[config.mk]
export PLATFORM = sky130hd
export DESIGN_NAME = instr_loader
export DESIGN_NICKNAME = d
export VERILOG_FILES = /design/src/rtl/instr_loader.sv
export SDC_FILE = /design/constraint.sdc
export NUM_CORES = 1
export LEC_CHECK = 0
export CORE_ASPECT_RATIO = 1.1
export CORE_MARGIN = 1.5
export CORE_UTILIZATION = 47
export DETAILED_ROUTE_END_ITERATION = 6
export PLACE_DENSITY = 0.68
export RECOVER_POWER = 100
export SLEW_MARGIN = 20
export SYNTH_ARGS = -nofsm -noshare
export SYNTH_HDL_FRONTEND = slang
export SYNTH_SLANG_ARGS = --single-unit
[constraint.sdc]
create_clock -name clk -period 6.2 [get_ports clk]
set_clock_uncertainty 0.15 [all_clocks]
set_input_delay 0.93 -clock clk [delete_from_list [all_inputs] [get_ports clk]]
set_output_delay 0.93 -clock clk [all_outputs]
set_load 0.005 [all_outputs]
[src/rtl/instr_loader.sv]
// Boot loader: assembles a little-endian byte stream (length + words) into instruction memory writes.
// Latency: write strobe 1 cycle after the 4th byte of a word; done 1 cycle after the final strobe/checksum/length.
// Backpressure: rx_ready high only while collecting length, data or checksum bytes; bubbles stall with no timeout.
// Optional checksum byte enabled by defining INSTR_LOADER_CHECKSUM_EN.
module instr_loader #(
    parameter int ADDRESS_WIDTH = 32,
    parameter int DATA_WIDTH    = 32,
    parameter int INSTR_COUNT   = 512,
    parameter int BASE_ADDR     = 0
) (
    input  logic                     clk,
    input  logic                     rst_n,
    input  logic                     start,
    input  logic [7:0]               rx_data,
    input  logic                     rx_valid,
    output logic                     rx_ready,
    output logic                     mem_we,
    output logic [ADDRESS_WIDTH-1:0] mem_addr,
    output logic [DATA_WIDTH-1:0]    mem_wdata,
    output logic                     core_rst_n,
    output logic                     done,
    output logic                     error,
    output logic [ADDRESS_WIDTH-1:0] word_count
);

`ifdef INSTR_LOADER_CHECKSUM_EN
    typedef enum logic [2:0] {
        S_IDLE, S_LEN, S_DATA, S_FIN, S_CHK, S_DONE, S_ERR
    } state_t;
`else
    typedef enum logic [2:0] {
        S_IDLE, S_LEN, S_DATA, S_FIN, S_DONE, S_ERR
    } state_t;
`endif

    state_t                   state;
    logic [1:0]               byte_idx;   // position of the next byte within the current 4-byte group
    logic [23:0]              shreg;      // lower three bytes of the group collected so far
    logic [31:0]              len;        // number of words announced by the header
    logic                     accept;
    logic [31:0]              assembled;  // group completed by the byte on rx_data
    logic                     last_word;
    logic [ADDRESS_WIDTH-1:0] wr_addr;
`ifdef INSTR_LOADER_CHECKSUM_EN
    logic [7:0]               csum;       // running XOR of header and data bytes
`endif

    assign accept    = rx_valid & rx_ready;
    assign assembled = {rx_data, shreg};
    // word_count still holds the index of the word being completed
    assign last_word = (32'(word_count) + 32'd1) == len;
    assign wr_addr   = ADDRESS_WIDTH'(BASE_ADDR) + (word_count << 2);

    // Loader FSM with all outputs registered
    always_ff @(posedge clk) begin
        if (!rst_n) begin
            state      <= S_IDLE;
            byte_idx   <= 2'd0;
            shreg      <= 24'd0;
            len        <= 32'd0;
            rx_ready   <= 1'b0;
            mem_we     <= 1'b0;
            mem_addr   <= '0;
            mem_wdata  <= '0;
            core_rst_n <= 1'b0;
            done       <= 1'b0;
            error      <= 1'b0;
            word_count <= '0;
`ifdef INSTR_LOADER_CHECKSUM_EN
            csum       <= 8'd0;
`endif
        end else begin
            mem_we <= 1'b0;

            // byte assembly is shared by the length header and the data words
            if (accept) begin
                shreg    <= assembled[31:8];
                byte_idx <= byte_idx + 2'd1;
`ifdef INSTR_LOADER_CHECKSUM_EN
                csum     <= csum ^ rx_data;
`endif
            end

            case (state)
                S_IDLE, S_DONE, S_ERR: begin
                    if (start) begin
                        state      <= S_LEN;
                        rx_ready   <= 1'b1;
                        done       <= 1'b0;
                        error      <= 1'b0;
                        core_rst_n <= 1'b0;
                        byte_idx   <= 2'd0;
                        word_count <= '0;
`ifdef INSTR_LOADER_CHECKSUM_EN
                        csum       <= 8'd0;
`endif
                    end
                end

                S_LEN: begin
                    if (accept && byte_idx == 2'd3) begin
                        len <= assembled;
                        if (assembled == 32'd0) begin
`ifdef INSTR_LOADER_CHECKSUM_EN
                            state <= S_CHK;
`else
                            state      <= S_DONE;
                            rx_ready   <= 1'b0;
                            done       <= 1'b1;
                            core_rst_n <= 1'b1;
`endif
                        end else if (assembled > 32'(INSTR_COUNT)) begin
                            state    <= S_ERR;
                            rx_ready <= 1'b0;
                            error    <= 1'b1;
                        end else begin
                            state <= S_DATA;
                        end
                    end
                end

                S_DATA: begin
                    if (accept && byte_idx == 2'd3) begin
                        mem_we     <= 1'b1;
                        mem_addr   <= wr_addr;
                        mem_wdata  <= assembled;
                        word_count <= word_count + 1'b1;
                        if (last_word) begin
`ifdef INSTR_LOADER_CHECKSUM_EN
                            state <= S_CHK;
`else
                            state    <= S_FIN;
                            rx_ready <= 1'b0;
`endif
                        end
                    end
                end

                // one cycle after the final strobe so done never coincides with a write
                S_FIN: begin
                    state      <= S_DONE;
                    done       <= 1'b1;
                    core_rst_n <= 1'b1;
                end

`ifdef INSTR_LOADER_CHECKSUM_EN
                S_CHK: begin
                    if (accept) begin
                        rx_ready <= 1'b0;
                        if (rx_data == csum) begin
                            state      <= S_DONE;
                            done       <= 1'b1;
                            core_rst_n <= 1'b1;
                        end else begin
                            state <= S_ERR;
                            error <= 1'b1;
                        end
                    end
                end
`endif

                default: begin
                    state    <= S_IDLE;
                    rx_ready <= 1'b0;
                end
            endcase
        end
    end

endmodule

==> run_summary.xml <==
<?xml version="1.0" encoding="UTF-8"?>
<metrics>
  <group name="hold_path">
    <metric name="timing.hold.worst.class" unit="">reg -&gt; reg</metric>
  </group>
  <group name="synthesis">
    <metric name="postSynthAreaPerCell" unit="um^2">7.57</metric>
    <metric name="ys_dominant_reg_cell" unit="">dfxtp_1</metric>
    <metric name="mapped_cell_area" unit="um^2">7310</metric>
    <metric name="synth_cell_type_count" unit="">62</metric>
    <metric name="edff_count_synth" unit="">0</metric>
    <metric name="asyncSetResetFlopFracSynth" unit="%">0</metric>
    <metric name="synthDominantAreaCellType" unit="">dfxtp_1</metric>
    <metric name="synth_top_area_share" unit="%">43.6</metric>
    <metric name="yosysWarningCount" unit="">0</metric>
    <metric name="synth_seq_area_share" unit="%">43.6</metric>
    <metric name="synthCells" unit="">965</metric>
    <metric name="synth_seq_cells" unit="">159</metric>
    <metric name="yosys-top-cells-area" unit="">dfxtp_1 44%, nand2_1 15%, a21oi_1 11%</metric>
  </group>
  <group name="sta">
    <metric name="final.setup.tns" unit="ns">0</metric>
    <metric name="post-route-period-util" unit="%">78.3</metric>
    <metric name="max_clock_freq" unit="MHz">206</metric>
    <metric name="min_cycle_time_layout" unit="ns">4.86</metric>
    <metric name="slew_violations" unit="">0</metric>
    <metric name="tightest_slew" unit="ns">1.24</metric>
    <metric name="setup_viol_count_final" unit="">0</metric>
    <metric name="max_slew_margin" unit="%">17.3</metric>
    <metric name="final_hold_violation_count" unit="">0</metric>
    <metric name="rsz_0062_raised_after_global_routing" unit="">false</metric>
  </group>
  <group name="global_route">
    <metric name="groute.usage.overall" unit="%">23.5</metric>
    <metric name="antenna_violations_before_repair" unit="">0</metric>
    <metric name="grt_pass1_wl" unit="um">30500</metric>
    <metric name="first_global_vias" unit="">5930</metric>
    <metric name="grt_remaining_overflow" unit="">0</metric>
    <metric name="grt_max_degree" unit="">106</metric>
  </group>
  <group name="clock_tree">
    <metric name="clk_pin_slew_worst_paths" unit="ns">0.06</metric>
    <metric name="htree_levels" unit="">4</metric>
    <metric name="clock_latency" unit="ns">0.43</metric>
    <metric name="cts_setup_buffers" unit="">0</metric>
    <metric name="cts.root.buffer_cell" unit="">clkbuf_16</metric>
    <metric name="tritoncts" unit="">yes</metric>
    <metric name="cts.repair.resized" unit="">0</metric>
    <metric name="clk_path_buf_depth" unit="">2</metric>
    <metric name="cts.hold.buffers_added" unit="">0</metric>
    <metric name="cts_inserted_buffers" unit="">17</metric>
    <metric name="clock_sink_count" unit="">159</metric>
  </group>
  <group name="worst_setup_path">
    <metric name="worst_ep_required_time" unit="ns">6.41</metric>
    <metric name="worst-path-max-fanout" unit="">38</metric>
    <metric name="worstPathCellList" unit="">clkdlybuf4s50_1 -&gt; and2_0 -&gt; clkbuf_1 -&gt; nand2_1 -&gt; nor3_1 -&gt; and2_2 -&gt; buf_4 -&gt; nand2_1 -&gt; or3_2 -&gt; a21oi_1</metric>
    <metric name="worst-endpoint-arrival" unit="ns">5.07</metric>
    <metric name="timing.critical_path.buf_inv" unit="">3</metric>
    <metric name="setup.worst_path.start_class" unit="">input pin</metric>
    <metric name="cpPeakStageDelay" unit="ns">0.90</metric>
    <metric name="setup.worst_path.end_class" unit="">register</metric>
    <metric name="critPathMostFrequentCell" unit="">nand2_1</metric>
    <metric name="crit_type" unit="">in -&gt; reg</metric>
    <metric name="worst_path_dominant_cell_family" unit="">simple AND/OR/NAND/NOR gates</metric>
    <metric name="critical_path.slowest_cell" unit="">clkbuf_1</metric>
  </group>
  <group name="final_layout">
    <metric name="utilization" unit="%">59.4</metric>
    <metric name="design.final.nets" unit="">1038</metric>
    <metric name="post_route_cells_drive_above_1_share" unit="%">5.59</metric>
    <metric name="area_delta_synth_final" unit="%">22.8</metric>
    <metric name="final.fill_count" unit="">1426</metric>
    <metric name="antenna-diode-count" unit="">0</metric>
  </group>
  <group name="detailed_routing">
    <metric name="drtPass1Iterations" unit="">5</metric>
    <metric name="total_length_of_routed_wires" unit="um">18900</metric>
    <metric name="dr_total_vias" unit="">6742</metric>
    <metric name="initialDrtViolationCount" unit="">382</metric>
    <metric name="avgViaCountPerCell" unit="">5.47</metric>
    <metric name="detail_route.drc_violations" unit="">0</metric>
    <metric name="antenna_left" unit="">0</metric>
    <metric name="avgRoutedWirePerCell" unit="um">15.3</metric>
  </group>
  <group name="die">
    <metric name="die_area" unit="um^2">16300</metric>
    <metric name="rows" unit="">47</metric>
    <metric name="start_util" unit="%">48.3</metric>
    <metric name="ios" unit="">113</metric>
    <metric name="placeableCoreArea" unit="um^2">15100</metric>
    <metric name="die_x" unit="um">122</metric>
    <metric name="die_height" unit="um">134</metric>
  </group>
  <group name="place">
    <metric name="placement.io_buffers" unit="">110</metric>
    <metric name="place_congestion" unit="">0.893</metric>
    <metric name="place.detailed.hpwl" unit="um">12500</metric>
  </group>
  <group name="power">
    <metric name="peak_supply_drop" unit="mV">0.182</metric>
    <metric name="power.static_leakage" unit="nW">3.33</metric>
    <metric name="power_per_cell_area" unit="nW/um^2">258</metric>
  </group>
  <group name="status">
    <metric name="status" unit="">finished clean</metric>
  </group>
  <group name="job">
    <metric name="cap_violations" unit="">0</metric>
  </group>
</metrics>
cells in the final DEF (no fill, tap or decap), drive strengths merged, types with 3 or more instances in the layout:
master / n
xnor2: 33
o21ai: 26
and3: 8
and2: 5
or2: 3
or3: 9
o41ai: 3
buf: 5
bufinv: 5
nor4: 13
nand4: 18
a31oi: 8
clkdlybuf4s50: 8
dlygate4sd3: 102
xor2: 16
a21oi: 158
dfxtp: 159
inv: 14
nand3: 19
clkinvlp: 3
nor2: 46
nand3b: 3
nor3: 26
nand2: 287
clkbuf: 20
sequential cells by signal, summed over array words and instances, names as in the netlist:
name / flops
len: 32
mem_wdata: 32
word_count: 32
mem_addr: 30
shreg: 24
state: 3
byte_idx: 2
done: 1
error: 1
mem_we: 1
rx_ready: 1
metrics by stage:
stage,worst slack (ns),power (W),hold slack (ns),cell area (um^2),instances
global route,0.956,0.00238,0.317,8970,1233
CTS,2.15,0.00233,0.304,8990,1232
global placement,1.81,0.00117,0.292,8330,1200
detailed placement,1.70,0.00117,0.296,8330,1200
finish,1.34,0.00231,0.298,8970,1233
floorplan,3.23,0.00113,0.289,7310,966
path summary, 6_finish.rpt:
kind | start | endpoint | slack (ns) | cells after the start
setup / recovery | rx_valid | word_count[14] | 1.34 | 10
hold reg to reg | mem_addr[18] | mem_addr[18] | 0.30 | 2
setup reg to reg | rx_ready | word_count[14] | 1.87 | 9
hold / removal | mem_addr[18] | mem_addr[18] | 0.30 | 2
synth_stat cells (3+ instances only):
| master | count |
|---|---|
| nand3b_1 | 3 |
| nand3_1 | 18 |
| nand4_2 | 5 |
| a21oi_1 | 158 |
| and2_1 | 5 |
| nand4_1 | 12 |
| buf_2 | 8 |
| nor4_1 | 10 |
| nor3_1 | 26 |
| dfxtp_1 | 159 |
| and3_1 | 7 |
| xnor2_1 | 33 |
| or3_1 | 8 |
| buf_4 | 7 |
| inv_1 | 8 |
| buf_1 | 6 |
| xor2_1 | 16 |
| or2_2 | 3 |
| nand2_1 | 287 |
| a31oi_1 | 8 |
| clkbuf_1 | 48 |
| o41ai_1 | 3 |
| o21ai_0 | 25 |
| buf_6 | 8 |
| nor2_1 | 45 |
per-layer routing:
| layer | track usage [%] | vias to the layer above | routed length (um) |
|---|---|---|---|
| met3 | 4.25 | 28 | 876 |
| met5 | 0 | - | 0 |
| met4 | 8.50 | 0 | 324 |
| met2 | 37.0 | 183 | 8730 |
| li1 | - | 3385 | - |
| met1 | 32.2 | 3146 | 8940 |
worst reg2reg max path, delay by kind of cell, from the launching register on:
family                 cells  cell delay (ns)
AOI/OAI and AO/OA          1             0.14
buffers and inverters      2             1.28
DFF                        1             0.41
and+or+nand+nor            6             2.28
power breakdown:
part	total [W]	switching, W	internal [W]
logic	0.000100	0.0000691	0.0000313
clock network	0.00116	0.000442	0.000723
registers	0.00105	0.0000155	0.00103
cell type report:
cell class                 count  area, um^2  share of cell area (%)
tap                          196         245                    2.73
timing repair buffer         117        1150                    12.8
clock inverter                14         228                    2.54
sequential                   159        3180                    35.5
clock buffer                  18         429                    4.78
inverter                       9        36.3                   0.405
multi-input combinational    720        3700                    41.3
logic make-up (layout without fill, tap and decap cells):
family / count (synthesis) / after routing / synth area share, %
buffers and inverters: 87 / 158 / 5.80
xor gates and xnor gates: 49 / 49 / 5.87
and+or+nand+nor: 448 / 448 / 28.0
AOI/OAI and AO/OA: 218 / 218 / 16.3
muxes: 1 / 1 / 0.137
DFF: 159 / 159 / 43.6
adders and majority gates: 2 / 2 / 0.342
other: 1 / 2 / 0.0513
Note: power is estimated with default switching activity, not from simulation.
